==> src/rtl/mmio_sw_led_timer.sv <==
// Memory-mapped switch/LED/timer peripheral: three 16-bit registers at BASE_ADDR,
// with a two-flop switch synchronizer and a whole-vector debouncer.
module mmio_sw_led_timer #(
    parameter logic [15:0] BASE_ADDR       = 16'h2000,
    parameter int unsigned DEBOUNCE_CYCLES = 16
) (
    input  logic        clock,
    input  logic        reset,
    input  logic [15:0] memAddr,
    input  logic        re_L,
    input  logic        we_L,
    input  logic [15:0] wrData,
    output logic [15:0] rdData,
    output logic        rdEn_L,
    input  logic [15:0] SW,
    output logic [15:0] LEDR
);

    localparam logic [15:0] ADDR_SWLED = BASE_ADDR;
    localparam logic [15:0] ADDR_TIMER = BASE_ADDR + 16'd2;
    localparam logic [15:0] ADDR_STAT  = BASE_ADDR + 16'd4;
    localparam logic [7:0]  CNT_LAST   = 8'(DEBOUNCE_CYCLES - 1);

    logic        hit_swled;
    logic        hit_timer;
    logic        hit_stat;
    logic        hit_any;
    logic        rd_en;
    logic        stat_rd;
    logic        wr_swled;
    logic        wr_timer;
    logic        wr_stat;

    logic [15:0] led_q,       led_d;
    logic [15:0] timer_q,     timer_d;
    logic        timer_en_q,  timer_en_d;
    logic [15:0] sync1_q;
    logic [15:0] sync2_q;
    logic [15:0] cand_q,      cand_d;
    logic [7:0]  cnt_q,       cnt_d;
    logic [15:0] sw_stable_q, sw_stable_d;
    logic        sw_chg_q,    sw_chg_d;
    logic        wrap_q,      wrap_d;
    logic        wrap_set;
    logic        sw_chg_set;

    // Full 16-bit compare: odd addresses and aliases never hit.
    always_comb begin
        hit_swled = (memAddr == ADDR_SWLED);
        hit_timer = (memAddr == ADDR_TIMER);
        hit_stat  = (memAddr == ADDR_STAT);
        hit_any   = hit_swled | hit_timer | hit_stat;
        rd_en     = ~re_L & we_L & hit_any;
        stat_rd   = rd_en & hit_stat;
        wr_swled  = ~we_L & hit_swled;
        wr_timer  = ~we_L & hit_timer;
        wr_stat   = ~we_L & hit_stat;
    end

    assign rdEn_L = ~rd_en;

    always_comb begin
        rdData = 16'h0000;
        if (rd_en) begin
            if (hit_swled) begin
                rdData = sw_stable_q;
            end else if (hit_timer) begin
                rdData = timer_q;
            end else begin
                rdData = {13'b0, timer_en_q, wrap_q, sw_chg_q};
            end
        end
    end

    always_comb begin
        led_d      = led_q;
        timer_en_d = timer_en_q;
        if (wr_swled) begin
            led_d = wrData;
        end
        if (wr_stat) begin
            timer_en_d = wrData[0];
        end
    end

    // A TIMER write overrides the increment, so a write landing on 16'hFFFF never wraps.
    always_comb begin
        timer_d  = timer_q;
        wrap_set = 1'b0;
        if (wr_timer) begin
            timer_d = wrData;
        end else if (timer_en_q) begin
            timer_d  = timer_q + 16'd1;
            wrap_set = (timer_q == 16'hFFFF);
        end
    end

    // Whole-vector debounce; cnt saturates at CNT_LAST and keeps reloading swStable.
    always_comb begin
        cand_d      = cand_q;
        cnt_d       = cnt_q;
        sw_stable_d = sw_stable_q;
        if (sync2_q != cand_q) begin
            cand_d = sync2_q;
            cnt_d  = 8'd0;
        end else if (cnt_q == CNT_LAST) begin
            sw_stable_d = cand_q;
        end else begin
            cnt_d = cnt_q + 8'd1;
        end
    end

    // Sticky flags cleared by a STAT read; a set on the same edge wins.
    always_comb begin
        sw_chg_set = (sw_stable_d != sw_stable_q);
        sw_chg_d   = sw_chg_set | (sw_chg_q & ~stat_rd);
        wrap_d     = wrap_set | (wrap_q & ~stat_rd);
    end

    always_ff @(posedge clock or posedge reset) begin
        if (reset) begin
            sync1_q <= 16'h0000;
            sync2_q <= 16'h0000;
        end else begin
            sync1_q <= SW;
            sync2_q <= sync1_q;
        end
    end

    always_ff @(posedge clock or posedge reset) begin
        if (reset) begin
            cand_q      <= 16'h0000;
            cnt_q       <= 8'd0;
            sw_stable_q <= 16'h0000;
            sw_chg_q    <= 1'b0;
        end else begin
            cand_q      <= cand_d;
            cnt_q       <= cnt_d;
            sw_stable_q <= sw_stable_d;
            sw_chg_q    <= sw_chg_d;
        end
    end

    always_ff @(posedge clock or posedge reset) begin
        if (reset) begin
            led_q      <= 16'h0000;
            timer_q    <= 16'h0000;
            timer_en_q <= 1'b0;
            wrap_q     <= 1'b0;
        end else begin
            led_q      <= led_d;
            timer_q    <= timer_d;
            timer_en_q <= timer_en_d;
            wrap_q     <= wrap_d;
        end
    end

    assign LEDR = led_q;

endmodule

==> config.mk <==
export PLATFORM = sky130hd
export DESIGN_NAME = mmio_sw_led_timer
export DESIGN_NICKNAME = d
export VERILOG_FILES = /design/src/rtl/mmio_sw_led_timer.sv
export SDC_FILE = /design/constraint.sdc
export NUM_CORES = 1
export LEC_CHECK = 0
export CORE_MARGIN = 3
export CORE_UTILIZATION = 50
export CTS_CLUSTER_DIAMETER = 100
export DETAILED_ROUTE_END_ITERATION = 6
export PLACE_DENSITY = 0.77
export SYNTH_ARGS = -nofsm -noshare
export SYNTH_HDL_FRONTEND = slang
export SYNTH_SLANG_ARGS = --single-unit
==> constraint.sdc <==
create_clock -name clock -period 4.64 [get_ports clock]
set_input_delay 1.392 -clock clock [delete_from_list [all_inputs] [get_ports clock]]
set_output_delay 1.392 -clock clock [all_outputs]
set_load 0.01 [all_outputs]
==> results.md, run 1 <==
- Status: completed
- Cts bufs inserted: 9
- DR pass1 iterations: 4
- Worst-path cell chain: clkdlybuf4s50_1, nor4_1, nand4_1, buf_4, nand3b_1, buf_4, a211oi_1, clkbuf_2
- Final Hold Fails: 0
- I/O Buffers: 84
- Final setup fails: 0
- Routed Antenna Nets: 0
- Max Cap Viol: 0
- CTS Buffer Depth: 2
- Via-to-Cell Ratio: 5.23
- Chip height: 101 um
- WL met2: roughly 4.4 mm
- Drt total wl: 8.50 mm
- Die width: 101 um
- Synthesized area per cell: 12.7 sq um
- Synth cell types: 38
- Via count: 2888
- Crit-path max FO: 4
- Inst Count DP: between 500 and 600
- Worst-margin pin slew: 0.853 ns
- Critical Path RT: around 3.3 ns
- Synth top area cells: dfrtp_1 (59%), mux2_2 (7.2%), xnor2_1 (5.0%), xor2_1 (4.8%), mux2i_1 (4.0%)
- Gpl congestion: between 0.8 and 0.9
- DRC Markers: 0
- Htree depth: 3
- Rel. slew slack: 0.431
- Rows: 34
- WL met3: 425 um
- Max Clock Skew: around 0.012 ns
- Synthesis-stage register bit count: approximately 110
- GRT Overall Usage: 0.173
- Slack of the critical path: between 0.08 and 0.09 ns
- RSZ-0062 raised after global routing: false
- Via count of the first global-routing pass: just under 3000
- Hold WC Path Type: reg2reg
- Max-slew violation count: 0
- Mapped cell area: 4530 sq um
- Starting Density: 0.517
- Post-Syn Nets: between 400 and 500
- Worst VDD drop: ~260 uV
- CTS tree: yes
- Total die area: 10200 sq um
- Synth async-reset ratio: 1.00
- CP Capture Type: output pin
- Fill count: ~700
- Yosys top cell by area: dfrtp_1
- Post-synth EDFFs: 0
- Min cycle time layout: approximately 4.6 ns
- Period utilisation layout: 0.982
- Max frequency: around 220 MHz
- Synth Flop Type: dfrtp_1
- Layout cells sized above 1: 0.167
- Detailed Route Iter0 Violations: 130
- Clk sink count: 107
- CP top delay family: buffers and inverters
- DR WL/cell: approximately 15 um
- Final Instance Count excl. Fillers: about 550
- Core Area: 8760 sq um
- Cells after Synth: roughly 360
- Ports: 85
- Antenna violations before repair: 0
- CP Data Arrival Time: 3.17 ns
- Lkg Pwr: about 2.5 nW
- CP max-delay cell: clkdlybuf4s50_1
- Final #Nets: between 400 and 500
- P&R area growth vs syn: 26.3%
- Seq/Total Area, Yosys: 0.591
- WS Path Type: in2out
- Uppermost layer routed: met4
- Antenna diodes: 0
- Final HPWL DP: roughly 6.4 mm
- Largest net degree at the start of global routing: ~110
- CTS root buffer: clkbuf_8
- Critical Path Max Stage Delay: 0.40 ns
- GR Overflow Total: 0
- Worst-path clk slew: 0.10 ns
- Worst path bufs/invs: 4
- Synth warn: 0
- Synth top area share: 0.591
- Met1 Wirelength: 3.57 mm
- Clock Latency Late Sink: between 0.3 and 0.4 ns
- CP Launch Type: input port
- PD cells: roughly 290 nW/um^2
- Pre-CTS WS: -0.178 ns
- First-pass GRT wire length: about 14 mm
- Most common cell on crit path: buf_4
## per-stage QoR
stage               setup TNS [ns]  total power, mW  hold slack [ns]   util  instance area (sq um)
floorplan                        0             1.03            0.331      -                   4530
global placement             -1.27             1.09            0.335  0.630                   5520
detailed placement           -1.88             1.09            0.335  0.630                   5520
CTS                              0             1.67            0.358  0.651                   5710
global route                     0             1.72            0.362  0.653                   5720
finish                           0             1.65            0.353  0.653                   5720
## power by group
part           switching [mW]  internal, mW
sequential             0.0159         0.953
combinational          0.0426        0.0602
clock                   0.319         0.260
## area by class of cell
class | instances | area [sq um] | share of cell area
Timing Repair Buffer | 97 | 942 | 0.165
Multi-Input combinational cell | 224 | 1750 | 0.307
Clock inverter | 6 | 83.8 | 0.0146
Inverter | 1 | 6.26 | 0.00109
Tap cell | 108 | 135 | 0.0236
Clock buffer | 9 | 124 | 0.0216
Sequential cell | 107 | 2680 | 0.468
## cells by family after synthesis
logic type               after synthesis  share of synthesized area
AO/OA/AOI/OAI                         19                     0.0232
XOR/XNOR                              51                     0.0986
adder cells (fa/ha/maj)                2                    0.00552
buffers and inverters                 27                     0.0282
flip-flops                           107                      0.591
multiplexers                          56                      0.142
AND/OR/NAND/NOR                       96                      0.112
## layer usage
metal	up-vias	global-route usage
met3	12	0.0331
met2	73	0.304
li1	1376	-
met4	0	0.0501
met5	-	0
met1	1427	0.217
## layout by cell type, fill, tap and decap left out, types with 2 or more instances in the layout
cell	n
nand2_1	23
nor2_1	29
nor4_1	7
clkbuf_8	9
nand4_1	11
dfrtp_1	107
mux2_2	29
a211oi_1	2
xor2_1	25
clkdlybuf4s50_1	67
and3_1	4
dlygate4sd2_1	15
buf_12	2
ha_1	2
inv_6	2
and4_1	2
xnor2_1	26
buf_4	11
mux2_4	9
mux2i_1	18
o21ai_0	14
nand3_1	6
## what timing repair did
action / CTS / global route
endpoints found under the hold margin: 0 / 0
pin swaps: 1 / 1
buffers inserted: 0 / 1
endpoints found under the setup margin: 17 / 2
hold buffers: 0 / 0
gates resized for setup: 16 / 5
## flip-flops by register name, summed over array words and instances (netlist names)
register,flops
LEDR,16
cand_q,16
sw_stable_q,16
sync1_q,16
sync2_q,16
timer_q,16
cnt_q,8
sw_chg_q,1
timer_en_q,1
wrap_q,1
## worst register-to-register path: cells and delay by family, from the launching register on
family                     cells  cell delay [ns]
adders and majority gates      1             0.23
muxes                          1             0.42
and+or+nand+nor                3             1.50
DFF                            1             0.39
## synthesized netlist by cell type, types with 2 or more instances
cell type	instances
a211oi_1	3
and3_1	4
and4_1	2
clkbuf_1	21
dfrtp_1	107
ha_1	2
mux2_2	29
mux2_4	9
mux2i_1	18
nand2_1	23
nand3_1	6
nand4_1	11
nor2_1	29
nor4_1	7
nor4b_1	2
o21ai_0	14
xnor2_1	26
xor2_1	25
## worst paths after layout
check	startpoint	end	slack [ns]	depth (start not counted)
max reg2reg	cnt_q[0]	sw_stable_q[9]	1.99	5
min in group asynchronous	reset	timer_q[9]	1.50	3
min	sync1_q[6]	sync2_q[6]	0.35	0
max in group asynchronous	reset	cnt_q[5]	2.72	3
min reg2reg	sync1_q[6]	sync2_q[6]	0.35	0
max	memAddr[14]	rdData[1]	0.08	8
No activity file was read; power rests on OpenSTA's default activity.
==> inputs of run 2 (changes only) <==
--- a/config.mk
+++ b/config.mk
@@ -9,7 +9,7 @@
 export CORE_UTILIZATION = 50
 export CTS_CLUSTER_DIAMETER = 100
 export DETAILED_ROUTE_END_ITERATION = 6
-export PLACE_DENSITY = 0.77
+export PLACE_DENSITY = 0.82
 export SYNTH_ARGS = -nofsm -noshare
 export SYNTH_HDL_FRONTEND = slang
 export SYNTH_SLANG_ARGS = --single-unit
==> run 2 against run 1 <==
Compared with the run above:
- critical path depth rose by 1
- non-clock buffer count decreased by 1
- global-route usage grew 0.74 points
- clock power decreased by 4.0%
- largest power group unchanged
==> results.md, run 2 (synthesized netlist as in run 1, its figures left out) <==
- CTS tree: yes
- First-pass GRT wire length: 14.3 mm (+1.4%)
- DR pass1 iterations: 4 (unchanged)
- PD cells: 286 nW/um^2 (-1.0%)
- Rows: 34 (unchanged)
- DR WL/cell: 16.0 um (+3.7%)
- CP max-delay cell: clkdlybuf4s50_1
- Final Hold Fails: 0 (unchanged)
- HP Start: sync1_q[2]
- Htree depth: 3 (unchanged)
- Drt total wl: 8.82 mm (+3.7%)
- Cts bufs inserted: 9 (unchanged)
- RSZ-0062 raised after global routing: true
- Ports: 85 (unchanged)
- Chip height: 101 um (unchanged)
- Commonest non-fill, non-tap cell in the layout: dfrtp_1
- Core Area: 8760 sq um (unchanged)
- CTS root buffer: clkbuf_8
- GRT Overall Usage: 0.180 (+0.00740)
- Critical Path Max Stage Delay: 0.43 ns (+0.03 ns)
- Max Clock Skew: 0.00988 ns (-0.00230 ns)
- Reg-to-Reg End: sw_stable_q[8]
- Crit-path max FO: 4 (unchanged)
- CP Data Arrival Time: 3.17 ns (about the same)
- Pre-CTS WS: -0.321 ns (-0.142 ns)
- CTS Buffer Depth: 2 (unchanged)
- Setup TNS Final: 0 ns (unchanged)
- I/O Buffers: 84 (unchanged)
- Antenna violations before repair: 0 (unchanged)
- Rel. slew slack: 0.268 (-0.164)
- Total power: 1.63 mW (-1.3%)
- Hold WC Path Type: reg2reg
- Total die area: 10200 sq um (unchanged)
- CP Capture Type: output pin
- FF-to-FF Start: cnt_q[0]
- Most frequent cells in the layout: dfrtp_1 (107), clkdlybuf4s50_1 (67), mux2_2 (29), nor2_1 (28), xnor2_1 (26)
- Final instance area: 5710 sq um (-0.26%)
- Clock Latency Late Sink: 0.37 ns (about the same)
- Max frequency: 219 MHz (-0.15%)
- Lkg Pwr: 2.53 nW (-0.57%)
- Layout cells sized above 1: 0.180 (+0.0135)
- Reg2reg path depth: 5 (unchanged)
- Slack of the critical path: 0.0747 ns (-0.00666 ns)
- Starting Density: 0.517 (unchanged)
- Hold Path Sink: sync2_q[2]
- Status: completed
- CP Launch Type: input port
- GR Overflow Total: 0 (unchanged)
- Max-slew violation count: 0 (unchanged)
- Hold Path Depth: 0 (unchanged)
- WS Path Type: in2out
- Worst VDD drop: 237 uV (-10%)
- Detailed Route Iter0 Violations: 79 (-39%)
- Period utilisation layout: 0.984 (+0.00144)
- Via count: 2896 (+0.28%)
- Max Cap Viol: 0 (unchanged)
- P&R area growth vs syn: 26.0%
- Critical Path RT: 3.25 ns (about the same)
- Gpl congestion: 0.821 (-1.5%)
- Cell Area, Placed: 5490 sq um (-0.50%)
- Worst-margin pin slew: 1.10 ns (+0.245 ns)
- Final setup fails: 0 (unchanged)
- Routed Antenna Nets: 0 (unchanged)
- Final HPWL DP: 6.61 mm (+3.8%)
- Min cycle time layout: 4.57 ns (+0.00666 ns)
- Via-to-Cell Ratio: 5.25 (+0.28%)
- Worst-path cell chain: clkdlybuf4s50_1, nor4_2, nand4_1, nor2_2, buf_4, buf_4, nor2_1, a211oi_2, clkbuf_2
- Reg-to-reg slack, setup: 1.96 ns (-0.03 ns)
- Via count of the first global-routing pass: 2950 (-0.034%)
- Antenna diodes: 0 (unchanged)
- Clk sink count: 107 (unchanged)
- Final #Nets: 493 (-0.20%)
- Hold Slack: 0.356 ns (+0.00294 ns)
- Largest net degree at the start of global routing: 96 (-11%)
- Die width: 101 um (unchanged)
- Most common cell on crit path: buf_4
- Worst-path clk slew: 0.10 ns (about the same)
- DRC Markers: 0 (unchanged)
==> run 2: layout make-up <==
class / count / area (sq um)
Fill cell: 680 / 3060
Sequential cell: 107 / 2680
Multi-Input combinational cell: 224 / 1770
Timing Repair Buffer: 96 / 915
Clock buffer: 10 / 138
Tap cell: 108 / 135
Clock inverter: 6 / 62.6
Inverter: 1 / 6.26
==> run 2: critical path, delay by kind of cell <==
kind            cells  cell delay (ns)
compound gates      1             0.21
buf+inv             4             0.86
simple gates        4             0.71
==> run 2: power breakdown <==
| group | switching [mW] | total [mW] | internal, mW |
|---|---|---|---|
| Sequential | 0.0163 | 0.970 | 0.953 |
| Clock | 0.331 | 0.556 | 0.225 |
| Combinational | 0.0446 | 0.104 | 0.0593 |
| Total | 0.392 | 1.63 | 1.24 |
==> run 2: what timing repair did <==
item / in CTS / in global routing
pin swaps: 2 / 3
hold endpoints to repair: 0 / 0
endpoints found under the setup margin: 16 / 10
hold buffers: 0 / 0
resized for setup: 22 / 9
setup buffers: 2 / 0
==> run 2: metal layers <==
layer / wire length (um) / global-route usage
met5: 0 / 0
met4: 195 / 0.0613
met1: 3710 / 0.223
met3: 491 / 0.0475
met2: 4420 / 0.307
==> run 2: metrics by stage <==
step / util / std cells
CTS: 0.651 / 552
floorplan: - / 358
detailed placement: 0.626 / 534
finish: 0.651 / 552
global placement: 0.626 / 534
global route: 0.651 / 552
==> run 2: worst max-delay path by stage <==
stage          depth (start not counted)         to         from  slack (ns)
2_1_floorplan                          1    LEDR[0]        reset        0.43
3_3_place_gp                           8  rdData[2]  memAddr[14]       -0.13
3_5_place_dp                           8  rdData[0]   memAddr[9]       -0.32
4_1_cts                                9  rdData[0]   memAddr[9]      0.0006
5_1_grt                                7  rdData[1]  memAddr[11]       -0.01
6_report                               9  rdData[0]  memAddr[11]        0.07
